==> src/rtl/flappy_pkg.sv <==
// Shared constants for the flappy game-state controller: scene codes, the
// input byte for space, pipe field layout, the constant gap-centre table and
// configuration sanity helpers.
// Optional feature macro used elsewhere: FLAPPY_LFSR_GAP_EN.
package flappy_pkg;

  typedef enum logic [1:0] {
    SC_SPLASH   = 2'd0,
    SC_PLAYING  = 2'd1,
    SC_GAMEOVER = 2'd2
  } scene_e;

  localparam logic [7:0] SPACE = 8'd32;

  // Each pipe occupies PIPE_W bits of the pipes bus: {position, max_bnd, min_bnd}
  localparam int PIPE_W  = 24;
  localparam int POS_OFF = 16;
  localparam int MAX_OFF = 8;
  localparam int MIN_OFF = 0;

  // Positions are 8-bit unsigned, so the whole pipe train must fit in a byte
  localparam int POS_LIMIT = 255;

  localparam logic [7:0] LFSR_SEED = 8'hA5;

  // Gap centres used when the LFSR source is not built in
  function automatic logic [7:0] centre_tbl(input logic [1:0] idx);
    logic [7:0] c;
    case (idx)
      2'd0:    c = 8'd25;
      2'd1:    c = 8'd20;
      2'd2:    c = 8'd30;
      default: c = 8'd15;
    endcase
    return c;
  endfunction

  // Static check of the pipe layout and counters against the 8-bit datapath
  function automatic bit cfg_ok(input int n_pipe, input int spacing,
                                input int holdoff, input int kp_buflen);
    return (n_pipe > 0) && (spacing > 0) && (n_pipe * spacing <= POS_LIMIT) &&
           (holdoff >= 0) && (holdoff <= 255) && (kp_buflen >= 2);
  endfunction

endpackage

==> src/rtl/flappy_gap_gen.sv <==
// Gap-centre source for respawning pipes.
// FLAPPY_LFSR_GAP_EN defined: 8-bit Fibonacci LFSR (taps 8,6,5,4), free running,
// centre = GAP/2 + 2 + lfsr[4:0].
// Undefined: steps through the constant centre table once per respawn strobe.
module flappy_gap_gen
  import flappy_pkg::*;
#(
  parameter int GAP = 10
) (
  input  logic       clk,
  input  logic       rst_n,
  input  logic       next,
  output logic [7:0] centre
);

`ifdef FLAPPY_LFSR_GAP_EN
  logic [7:0] lfsr;
  logic       unused_next;

  // The LFSR advances every cycle regardless of scene; respawns just sample it
  assign unused_next = next;

  // Shift left, feedback from bits 8,6,5,4 (1-based)
  always_ff @(posedge clk or negedge rst_n) begin
    if (!rst_n) lfsr <= LFSR_SEED;
    else        lfsr <= {lfsr[6:0], lfsr[7] ^ lfsr[5] ^ lfsr[4] ^ lfsr[3]};
  end

  assign centre = 8'(GAP / 2 + 2) + {3'b000, lfsr[4:0]};
`else
  logic [1:0] rsp_cnt;

  // One table step per respawn event, wrapping every four respawns
  always_ff @(posedge clk or negedge rst_n) begin
    if (!rst_n)    rsp_cnt <= 2'd0;
    else if (next) rsp_cnt <= rsp_cnt + 2'd1;
  end

  assign centre = centre_tbl(rsp_cnt);
`endif

endmodule

==> src/rtl/flappy_ctrl_gen.sv <==
// Game-state controller: fixed-point bird physics, N pipe pairs with respawn,
// collision detection, scoring and restart from game-over.
// Optional feature macro: FLAPPY_LFSR_GAP_EN (selects the LFSR gap source
// inside flappy_gap_gen; default build uses the constant centre table).
module flappy_ctrl_gen
  import flappy_pkg::*;
#(
  parameter int N_PIPE       = 3,
  parameter int FRAC_W       = 8,
  parameter int FLAP_V       = 77,
  parameter int GRAVITY      = 3,
  parameter int VMIN         = -256,
  parameter int START_ALT    = 20,
  parameter int KP_BUFLEN    = 5,
  parameter int PIPE_SPACING = 50,
  parameter int GAP          = 10,
  parameter int BIRD_COL     = 4,
  parameter int HOLDOFF      = 20
) (
  input  logic                  clk,
  input  logic                  rst_n,
  input  logic [7:0]            inp,
  input  logic [7:0]            n_row,
  input  logic [7:0]            n_col,
  output logic [1:0]            scene,
  output logic [8:0]            bird,
  output logic [24*N_PIPE-1:0]  pipes,
  output logic [15:0]           score
);

  localparam int YW = 8 + FRAC_W + 1;

  localparam logic signed [YW-1:0] FLAP_S  = YW'(FLAP_V);
  localparam logic signed [YW-1:0] GRAV_S  = YW'(GRAVITY);
  localparam logic signed [YW-1:0] VMIN_S  = YW'(VMIN);
  localparam logic signed [YW-1:0] Y_INIT  = YW'(START_ALT << FRAC_W);
  localparam logic [7:0]           HALF_GAP    = 8'(GAP / 2);
  localparam logic [7:0]           RESPAWN_POS = 8'(N_PIPE * PIPE_SPACING - 1);
  localparam logic [7:0]           HOLD_MAX    = 8'(HOLDOFF);

  if (!cfg_ok(N_PIPE, PIPE_SPACING, HOLDOFF, KP_BUFLEN)) begin : g_bad_cfg
    $error("flappy_ctrl_gen: pipe train exceeds 8-bit position range or bad counter sizing");
  end

  // Reset/restart layout: pipe i at (i+1)*spacing, centred on table entry i mod 4
  function automatic logic [N_PIPE-1:0][7:0] init_field(input int sel);
    logic [N_PIPE-1:0][7:0] f;
    logic [7:0]             c;
    for (int i = 0; i < N_PIPE; i++) begin
      c = centre_tbl(2'(i % 4));
      case (sel)
        0:       f[i] = 8'((i + 1) * PIPE_SPACING);
        1:       f[i] = c + HALF_GAP;
        default: f[i] = c - HALF_GAP;
      endcase
    end
    return f;
  endfunction

  localparam logic [N_PIPE-1:0][7:0] INIT_POS = init_field(0);
  localparam logic [N_PIPE-1:0][7:0] INIT_MAX = init_field(1);
  localparam logic [N_PIPE-1:0][7:0] INIT_MIN = init_field(2);

  scene_e                  scene_r;
  logic signed [YW-1:0]    y, v;
  logic [KP_BUFLEN-1:0]    kpbuf;
  logic [7:0]              hold_cnt;
  logic [15:0]             score_r;
  logic [N_PIPE-1:0][7:0]  pos, max_b, min_b;

  logic                    space, flap, over, respawn_any;
  logic [7:0]              alt, centre;
  logic signed [YW-1:0]    v_dec, v_grav;
  logic [N_PIPE-1:0]       near, hit, at_zero, pass;
  logic [16:0]             score_sum;
  logic [15:0]             score_nxt;
  logic                    unused_ncol;

  assign unused_ncol = ^n_col;

  assign space = (inp == SPACE);
  assign alt   = y[FRAC_W+7:FRAC_W];
  assign flap  = |kpbuf;

  // Gravity with saturation at the terminal velocity
  assign v_dec  = v - GRAV_S;
  assign v_grav = (v_dec < VMIN_S) ? VMIN_S : v_dec;

  for (genvar i = 0; i < N_PIPE; i++) begin : g_pipe
    // |position - BIRD_COL| <= 2 without going signed
    assign near[i]    = ({1'b0, pos[i]} + 9'd2 >= 9'(BIRD_COL)) &&
                        ({1'b0, pos[i]} <= 9'(BIRD_COL + 2));
    assign hit[i]     = near[i] && ((alt >= max_b[i]) || (alt <= min_b[i]));
    assign at_zero[i] = (pos[i] == 8'd0);
    // A pipe at zero respawns instead of stepping, so it never scores
    assign pass[i]    = (pos[i] == 8'(BIRD_COL)) && !at_zero[i];

    assign pipes[PIPE_W*i + POS_OFF +: 8] = pos[i];
    assign pipes[PIPE_W*i + MAX_OFF +: 8] = max_b[i];
    assign pipes[PIPE_W*i + MIN_OFF +: 8] = min_b[i];
  end

  // Any death condition this cycle; alt+1 >= n_row is the ceiling test
  assign over = y[YW-1] ||
                (({1'b0, alt} + 9'd1) >= {1'b0, n_row}) ||
                (|hit);

  // Gap source only steps when a respawn actually commits
  assign respawn_any = (scene_r == SC_PLAYING) && !over && (|at_zero);

  flappy_gap_gen #(.GAP(GAP)) u_gap (
    .clk    (clk),
    .rst_n  (rst_n),
    .next   (respawn_any),
    .centre (centre)
  );

  // Score increment: one per pipe crossing the bird column, saturating
  always_comb begin
    score_sum = {1'b0, score_r};
    for (int i = 0; i < N_PIPE; i++)
      if (pass[i]) score_sum = score_sum + 17'd1;
    score_nxt = score_sum[16] ? 16'hFFFF : score_sum[15:0];
  end

  // Scene FSM plus all game state; restart reloads the reset values
  always_ff @(posedge clk or negedge rst_n) begin
    if (!rst_n) begin
      scene_r  <= SC_SPLASH;
      y        <= Y_INIT;
      v        <= '0;
      kpbuf    <= '0;
      hold_cnt <= 8'd0;
      score_r  <= 16'd0;
      pos      <= INIT_POS;
      max_b    <= INIT_MAX;
      min_b    <= INIT_MIN;
    end else begin
      case (scene_r)
        SC_SPLASH: begin
          if (space) begin
            scene_r <= SC_PLAYING;
            kpbuf   <= '0;
          end
        end
        SC_PLAYING: begin
          if (over) begin
            // Freeze everything as it stood when the collision was seen
            scene_r  <= SC_GAMEOVER;
            kpbuf    <= '0;
            hold_cnt <= 8'd0;
          end else begin
            kpbuf   <= {space, kpbuf[KP_BUFLEN-1:1]};
            v       <= flap ? FLAP_S : v_grav;
            y       <= y + v;
            score_r <= score_nxt;
            for (int i = 0; i < N_PIPE; i++) begin
              if (at_zero[i]) begin
                pos[i]   <= RESPAWN_POS;
                max_b[i] <= centre + HALF_GAP;
                min_b[i] <= centre - HALF_GAP;
              end else begin
                pos[i]   <= pos[i] - 8'd1;
              end
            end
          end
        end
        SC_GAMEOVER: begin
          if (space && (hold_cnt == HOLD_MAX)) begin
            scene_r  <= SC_SPLASH;
            y        <= Y_INIT;
            v        <= '0;
            kpbuf    <= '0;
            hold_cnt <= 8'd0;
            score_r  <= 16'd0;
            pos      <= INIT_POS;
            max_b    <= INIT_MAX;
            min_b    <= INIT_MIN;
          end else if (hold_cnt != HOLD_MAX) begin
            hold_cnt <= hold_cnt + 8'd1;
          end
        end
        default: scene_r <= SC_SPLASH;
      endcase
    end
  end

  assign scene = scene_r;
  assign bird  = {alt, flap};
  assign score = score_r;

endmodule
==> config.mk <==
export PLATFORM = sky130hd
export DESIGN_NAME = flappy_ctrl_gen
export DESIGN_NICKNAME = d
export VERILOG_FILES = /design/src/rtl/flappy_pkg.sv /design/src/rtl/flappy_gap_gen.sv /design/src/rtl/flappy_ctrl_gen.sv
export SDC_FILE = /design/constraint.sdc
export NUM_CORES = 1
export LEC_CHECK = 0
export CAP_MARGIN = 20
export CORE_MARGIN = 3
export CORE_UTILIZATION = 35
export CTS_BUF_LIST = sky130_fd_sc_hd__clkbuf_2 sky130_fd_sc_hd__clkbuf_4 sky130_fd_sc_hd__clkbuf_8
export DETAILED_ROUTE_END_ITERATION = 8
export PLACE_DENSITY = 0.66
export SLEW_MARGIN = 10
export SYNTH_ARGS = -nofsm -noshare
export SYNTH_HDL_FRONTEND = slang
export SYNTH_HIERARCHICAL = 1
export SYNTH_SLANG_ARGS = --single-unit
==> constraint.sdc <==
create_clock -name clk -period 13 [get_ports clk]
set_clock_uncertainty 0.2 [all_clocks]
set_input_delay 2.6 -clock clk [delete_from_list [all_inputs] [get_ports clk]]
set_output_delay 2.6 -clock clk [all_outputs]
set_load 0.02 [all_outputs]
==> results of run 1 <==
registers in the layout, summed over array words and instances (netlist names):
| register | cells |
|---|---|
| y | 17 |
| pipes | 69 |
| hold_cnt | 8 |
| u_gap/rsp_cnt | 2 |
| v | 17 |
| kpbuf | 5 |
| score | 16 |
| scene | 2 |
through the flow:
step           total power [W]  hold WS (ns)  area, um2  worst slack, ns  utilization [%]
2_1_floorplan        0.0005176        0.2479      10670            7.575                -
3_3_place_gp         0.0005517        0.2698      12010            6.179            40.31
3_5_place_dp         0.0005550        0.2826      12010            6.121            40.31
4_1_cts              0.0008986        0.2982      12380            6.632            41.56
5_1_grt              0.0009316        0.3228      12400            6.355            41.60
6_report             0.0008896        0.2968      12400            6.572            41.60
cell usage after synthesis, drive strengths merged, types with 9 or more instances:
cell	count	area (um2)
a21oi	68	344.1
nor4	10	75.07
buf	25	197.7
xnor2	41	366.6
nand3	46	230.2
a21o	17	127.6
clkbuf	37	180.2
a211oi	9	72.57
nand4	20	125.1
xor2	36	315.3
dfrtp	107	2678
a22o	11	96.34
o21ai	92	468.0
o31ai	13	97.59
or4	10	82.58
ha	98	1226
and3	12	75.07
nor2	88	332.8
a31oi	13	81.33
or3	19	120.1
nand2	133	499.2
a22oi	20	200.2
nor3	31	160.1
dfstp	29	762.0
inv	84	315.3
power by group:
part,switching [W],internal (W),total (W)
clock,0.000187,0.000154,0.000342
combinational,0.0000570,0.0000361,0.0000930
sequential,0.0000180,0.000437,0.000455
total,0.000262,0.000627,0.000890
layout make-up:
class                      instances  area, um2  area share (%)
multi-input combinational        945       6531           52.69
sequential                       136       3440           27.75
timing repair buffer             127       1249           10.07
tap                              390      488.0           3.937
inverter                          84      315.3           2.544
clock buffer                      17      234.0           1.888
clock inverter                    15      138.9           1.120
worst max-delay path: stages:
cell and delay, ns:
clkdlybuf4s50_1 0.40, ha_1 0.28, nand2b_1 0.14, a21o_1 0.18, a21oi_1 0.16, o211a_1 0.20, o2111ai_1 0.24, a2111o_2 0.52
nand2_1 0.72, nand2_1 0.71, a22o_1 0.42
placed cells by master, fill, tap and decap left out, types with 18 or more instances in the layout:
cell and n:
ha_1 98, nor3_1 29, or3_1 18, o21ai_0 90, clkdlybuf4s50_1 115, a21oi_1 67, dfstp_2 29, nand2_1 133
nand3_1 46, inv_1 84, xor2_1 36, dfrtp_1 107, nand4_1 20, xnor2_1 40, nor2_1 86
how the worst min path moves through the flow:
stage                      startpoint          end  slack (ns)
after global routing      hold_cnt[7]  hold_cnt[7]        0.32
final                            y[5]         y[5]        0.30
after floorplan           hold_cnt[7]  hold_cnt[7]        0.25
after global placement           y[6]         y[6]        0.27
after detailed placement         y[6]         y[6]        0.28
after CTS                 hold_cnt[7]  hold_cnt[7]        0.30
cells by family after synthesis:
family / count (synthesis) / share of synthesized area, %
AOI/OAI and AO/OA: 326 / 21.42
buffers and inverters: 148 / 6.700
xor gates and xnor gates: 77 / 6.395
other: 1 / 0.03517
adders and majority gates: 100 / 11.78
DFF: 136 / 32.26
muxes: 12 / 1.209
and+or+nand+nor: 427 / 20.21
layer usage:
layer | vias up | wire, um | track usage (%)
met2 | 266 | 14840 | 31.91
met1 | 4673 | 13930 | 24.78
met3 | 37 | 1424 | 2.765
li1 | 4618 | - | -
met4 | 0 | 603 | 5.127
met5 | - | 0 | 0
==> impl_metrics.toml, run 1 <==
[cells_and_area]
instances_no_fill = 1714
fill_cells = 2961
num_antenna_cells = 0
syn_to_final_growth_pct = 16.25
final_nets = 1436
drive_above_1_share_pct = 10.20

[clock_tree]
hold_buffers = 0
cts-root-buf = "clkbuf_8"
clkSinkCount = 136
h-tree-depth = 4
post_cts_buffers = 0
clk_latency_ns = 0.46
clk_pin_slew_ns = 0.09
cts_resized = 0
cts_tree = "done"
clockBufferDepth = 2
cts_buffers = 17

[critical_path]
crit_path_start = "n_row[0]"
rrSetupSlack_ns = 7.74
path_class = "in2reg"
rr_startpoint = "pipes[16]"
endpoint = "pipes[13]"
worstPathRequired_ns = 13.15
cp-end-kind = "flip-flop"
critical_path_arrival_ns = 6.58
r2r-end = "score[15]"
critPathMaxFanout = 23
r2r_cells = 17
cp-start-kind = "input port"

[sta]
hold_viol_final = 0
post-route-period-util_pct = 49.45
tns_ns = 0
finalCriticalPeriod_ns = 6.428
setup_viol = 0
slew_violations = 0
rsz0062_at_grt = "no"
slew_headroom_pct = 35.30
worst_slew_pin_slew_ns = 0.9681
timing.fmax_mhz = 155.6

[floorplanning]
rows = 63
initial_core_util_pct = 35.79
dieArea_mm2 = 0.03259
die_x_um = 180.5
core-area_mm2 = 0.02980
io_pins = 125
die_h_um = 180.5

[drt]
via_count = 9594
routedWlPerCell_um = 17.97
drc_errors = 0
wl_um = 30800
drt_pass1_iterations = 5
drtIter0Drc = 655
viasPerCell = 5.597
drtAntennaViolNets = 0

[place]
hpwl_um = 22630
place_congestion = 0.8954
port_buffers = 116
place_inst = 1681

[grt]
antenna_found_initial = 0
grt_pass1_wl_um = 50010
grt_overflow = 0
grt_usage_pct = 18.69
grt_max_degree = 72
grt_pass1_vias = 9395

[logic_synthesis]
yosysUniqueCellTypes = 100
ys_ff_latch = 136
async_flop_share_pct = 100.0
ys_seq_area_share_pct = 32.26
syn_inst = 1227
synth_warnings = 6
synthesis.area_mm2 = 0.01066
synth-edff-count = 0
avgSynthCellArea_um2 = 8.690
synth_top_flop_cell = "dfrtp_1"

[status]
status = "completed"

[worst_hold_path]
hold_path.class = "reg2reg"
min_path_cells = 2

[pwr]
max-vdd-ir-drop_uv = 55.18
p_leak_nw = 5.468
power_density_mw_per_mm2 = 71.77

[run]
maxCapViolCount = 0
Note: power is estimated with default switching activity, not from simulation.
==> inputs of run 2 (changes only) <==
--- a/config.mk
+++ b/config.mk
@@ -10,7 +10,7 @@
 export CORE_UTILIZATION = 35
 export CTS_BUF_LIST = sky130_fd_sc_hd__clkbuf_2 sky130_fd_sc_hd__clkbuf_4 sky130_fd_sc_hd__clkbuf_8
 export DETAILED_ROUTE_END_ITERATION = 8
-export PLACE_DENSITY = 0.66
+export PLACE_DENSITY = 0.68
 export SLEW_MARGIN = 10
 export SYNTH_ARGS = -nofsm -noshare
 export SYNTH_HDL_FRONTEND = slang
==> constraint.sdc (replaced) <==
create_clock -name clk -period 5.8 [get_ports clk]
set_clock_uncertainty 0.2 [all_clocks]
set_input_delay 1.16 -clock clk [delete_from_list [all_inputs] [get_ports clk]]
set_output_delay 1.16 -clock clk [all_outputs]
set_load 0.02 [all_outputs]
==> run 2 against run 1 <==
  * Sequential cell count did not move
  * Final area is 0.55% higher
  * Sequential power grew 120%
  * Sequential share of layout area shrank 0.15 points
  * Die area unchanged
  * Cell count rose by 0.35%
  * Non-clock buffer count up 6
  * Utilization rose by 0.23 points
  * Largest cell class unchanged
==> impl_metrics.toml, run 2 (synthesis gave the netlist of run 1 again) <==
[sta]
rsz0062_at_grt = "no"
finalCriticalPeriod_ns = 4.837
slew_violations = 0
slew_headroom_pct = 29.14
tns_ns = 0
worst_slew_pin_slew_ns = 1.053
hold_viol_final = 0
fin_ws_ns = 0.9632
setup_viol = 0
timing.fmax_mhz = 206.7
post-route-period-util_pct = 83.39

[clock_tree]
cts_buffers = 17
clk_pin_slew_ns = 0.08
cts_resized = 0
cts-root-buf = "clkbuf_8"
clk_latency_ns = 0.46
clkSinkCount = 136
post_cts_buffers = 0
clockBufferDepth = 2
hold_buffers = 0
h-tree-depth = 4
cts_tree = "done"

[drt]
dr_wl_met3_um = 1327
via_count = 9602
top_layer = "met4"
dr_wl_met2_um = 14480
wl_met1_um = 14060
wl_um = 30510
viasPerCell = 5.583
drtAntennaViolNets = 0
drc_errors = 0
drtIter0Drc = 725
routedWlPerCell_um = 17.74
drt_pass1_iterations = 5

[pwr]
power_density_mw_per_mm2 = 162.3
max-vdd-ir-drop_uv = 98.08
p_leak_nw = 5.506

[grt]
grt_pass1_wl_um = 49560
grt_overflow = 0
grt_max_degree = 58
grt_pass1_vias = 9257
antenna_found_initial = 0
grt_usage_pct = 18.49

[worst_hold_path]
hold_path.class = "reg2reg"

[floorplanning]
die_x_um = 180.5
core-area_mm2 = 0.02980
dieArea_mm2 = 0.03259
io_pins = 125
rows = 63
initial_core_util_pct = 35.79
die_h_um = 180.5

[cells_and_area]
mostFrequentLayoutCell = "nand2_1"
num_antenna_cells = 0
syn_to_final_growth_pct = 16.89
largest_register_ffs = 69
final_nets = 1442
layout_common_cells = "nand2_1, clkdlybuf4s50_1, dfrtp_1, ha_1, o21ai_0"
fill_cells = 2979
drive_above_1_share_pct = 10.60

[critical_path]
r2r-end = "score[15]"
endpoint = "score[15]"
rr_startpoint = "pipes[16]"
critical_path_arrival_ns = 5.02
crit_path_start = "pipes[16]"
cp-start-kind = "flip-flop"
cp-end-kind = "flip-flop"
rrSetupSlack_ns = 0.96
critPathMaxFanout = 5
path_class = "reg2reg"
r2r_cells = 17
worstPathRequired_ns = 5.98

[place]
hpwl_um = 23010
place_ws_ns = 0.9716
port_buffers = 116
place_congestion = 0.9116

[status]
status = "completed"

[run]
maxCapViolCount = 0
[run 2: changes by cell type in the layout (fill, tap and decap cells not counted), sizes merged]
cell | before | now
inv | 91 | 85
bufinv | 1 | 2
clkinvlp | 4 | 5
clkbuf | 17 | 21
buf | 12 | 18
[run 2: worst min path at each step]
stage                            from           to  slack [ns]  depth (start not counted)
after floorplan           hold_cnt[7]  hold_cnt[7]        0.25                          1
after global placement          y[16]        y[16]        0.28                          2
after detailed placement        y[16]        y[16]        0.28                          2
after global routing             y[6]         y[6]        0.33                          2
after CTS                       y[16]        y[16]        0.30                          2
final                            y[7]         y[7]        0.30                          2
[run 2: metal layers]
layer	vias to the layer above	GRT usage (%)
met2	244	31.04
met3	48	2.806
met1	4690	24.62
li1	4620	-
met4	0	5.711
met5	-	0
[run 2: where the power goes]
group	switching [W]	internal (W)
registers	0.0000384	0.000979
clock network	0.000393	0.000407
logic	0.000125	0.0000807
[run 2: critical path: stages (launching register included)]
cell,delay [ns]
dfrtp_1,0.43
inv_1,0.12
ha_1,0.23
or3b_2,0.50
or2_2,0.32
xor2_1,0.18
inv_1,0.08
ha_1,0.19
nand2_1,0.08
or4_1,0.49
a21oi_1,0.26
nor4bb_1,0.26
o31ai_1,0.17
a21oi_1,0.40
nand4_1,0.23
nor3_1,0.22
mux2i_1,0.22
a2bb2oi_1,0.16
[run 2: through the flow]
step	cell area, um2	util [%]	hold WS, ns	total power [W]	std cells
floorplan	10670	-	0.2479	0.001160	1229
global placement	12060	40.46	0.2776	0.001236	1687
detailed placement	12070	40.50	0.2829	0.001241	1688
CTS	12460	41.83	0.2984	0.002042	1720
global route	12460	41.83	0.3287	0.002116	1720
finish	12460	41.83	0.2984	0.002023	1720
[run 2: cell type report]
cell class	instances	area [um2]	area share, %
Clock buffer	21	270.3	2.168
Timing Repair Buffer	133	1294	10.38
Multi-Input combinational cell	945	6531	52.40
Inverter	84	315.3	2.530
Sequential cell	136	3440	27.60
Clock inverter	11	125.1	1.004
Tap cell	390	488.0	3.915
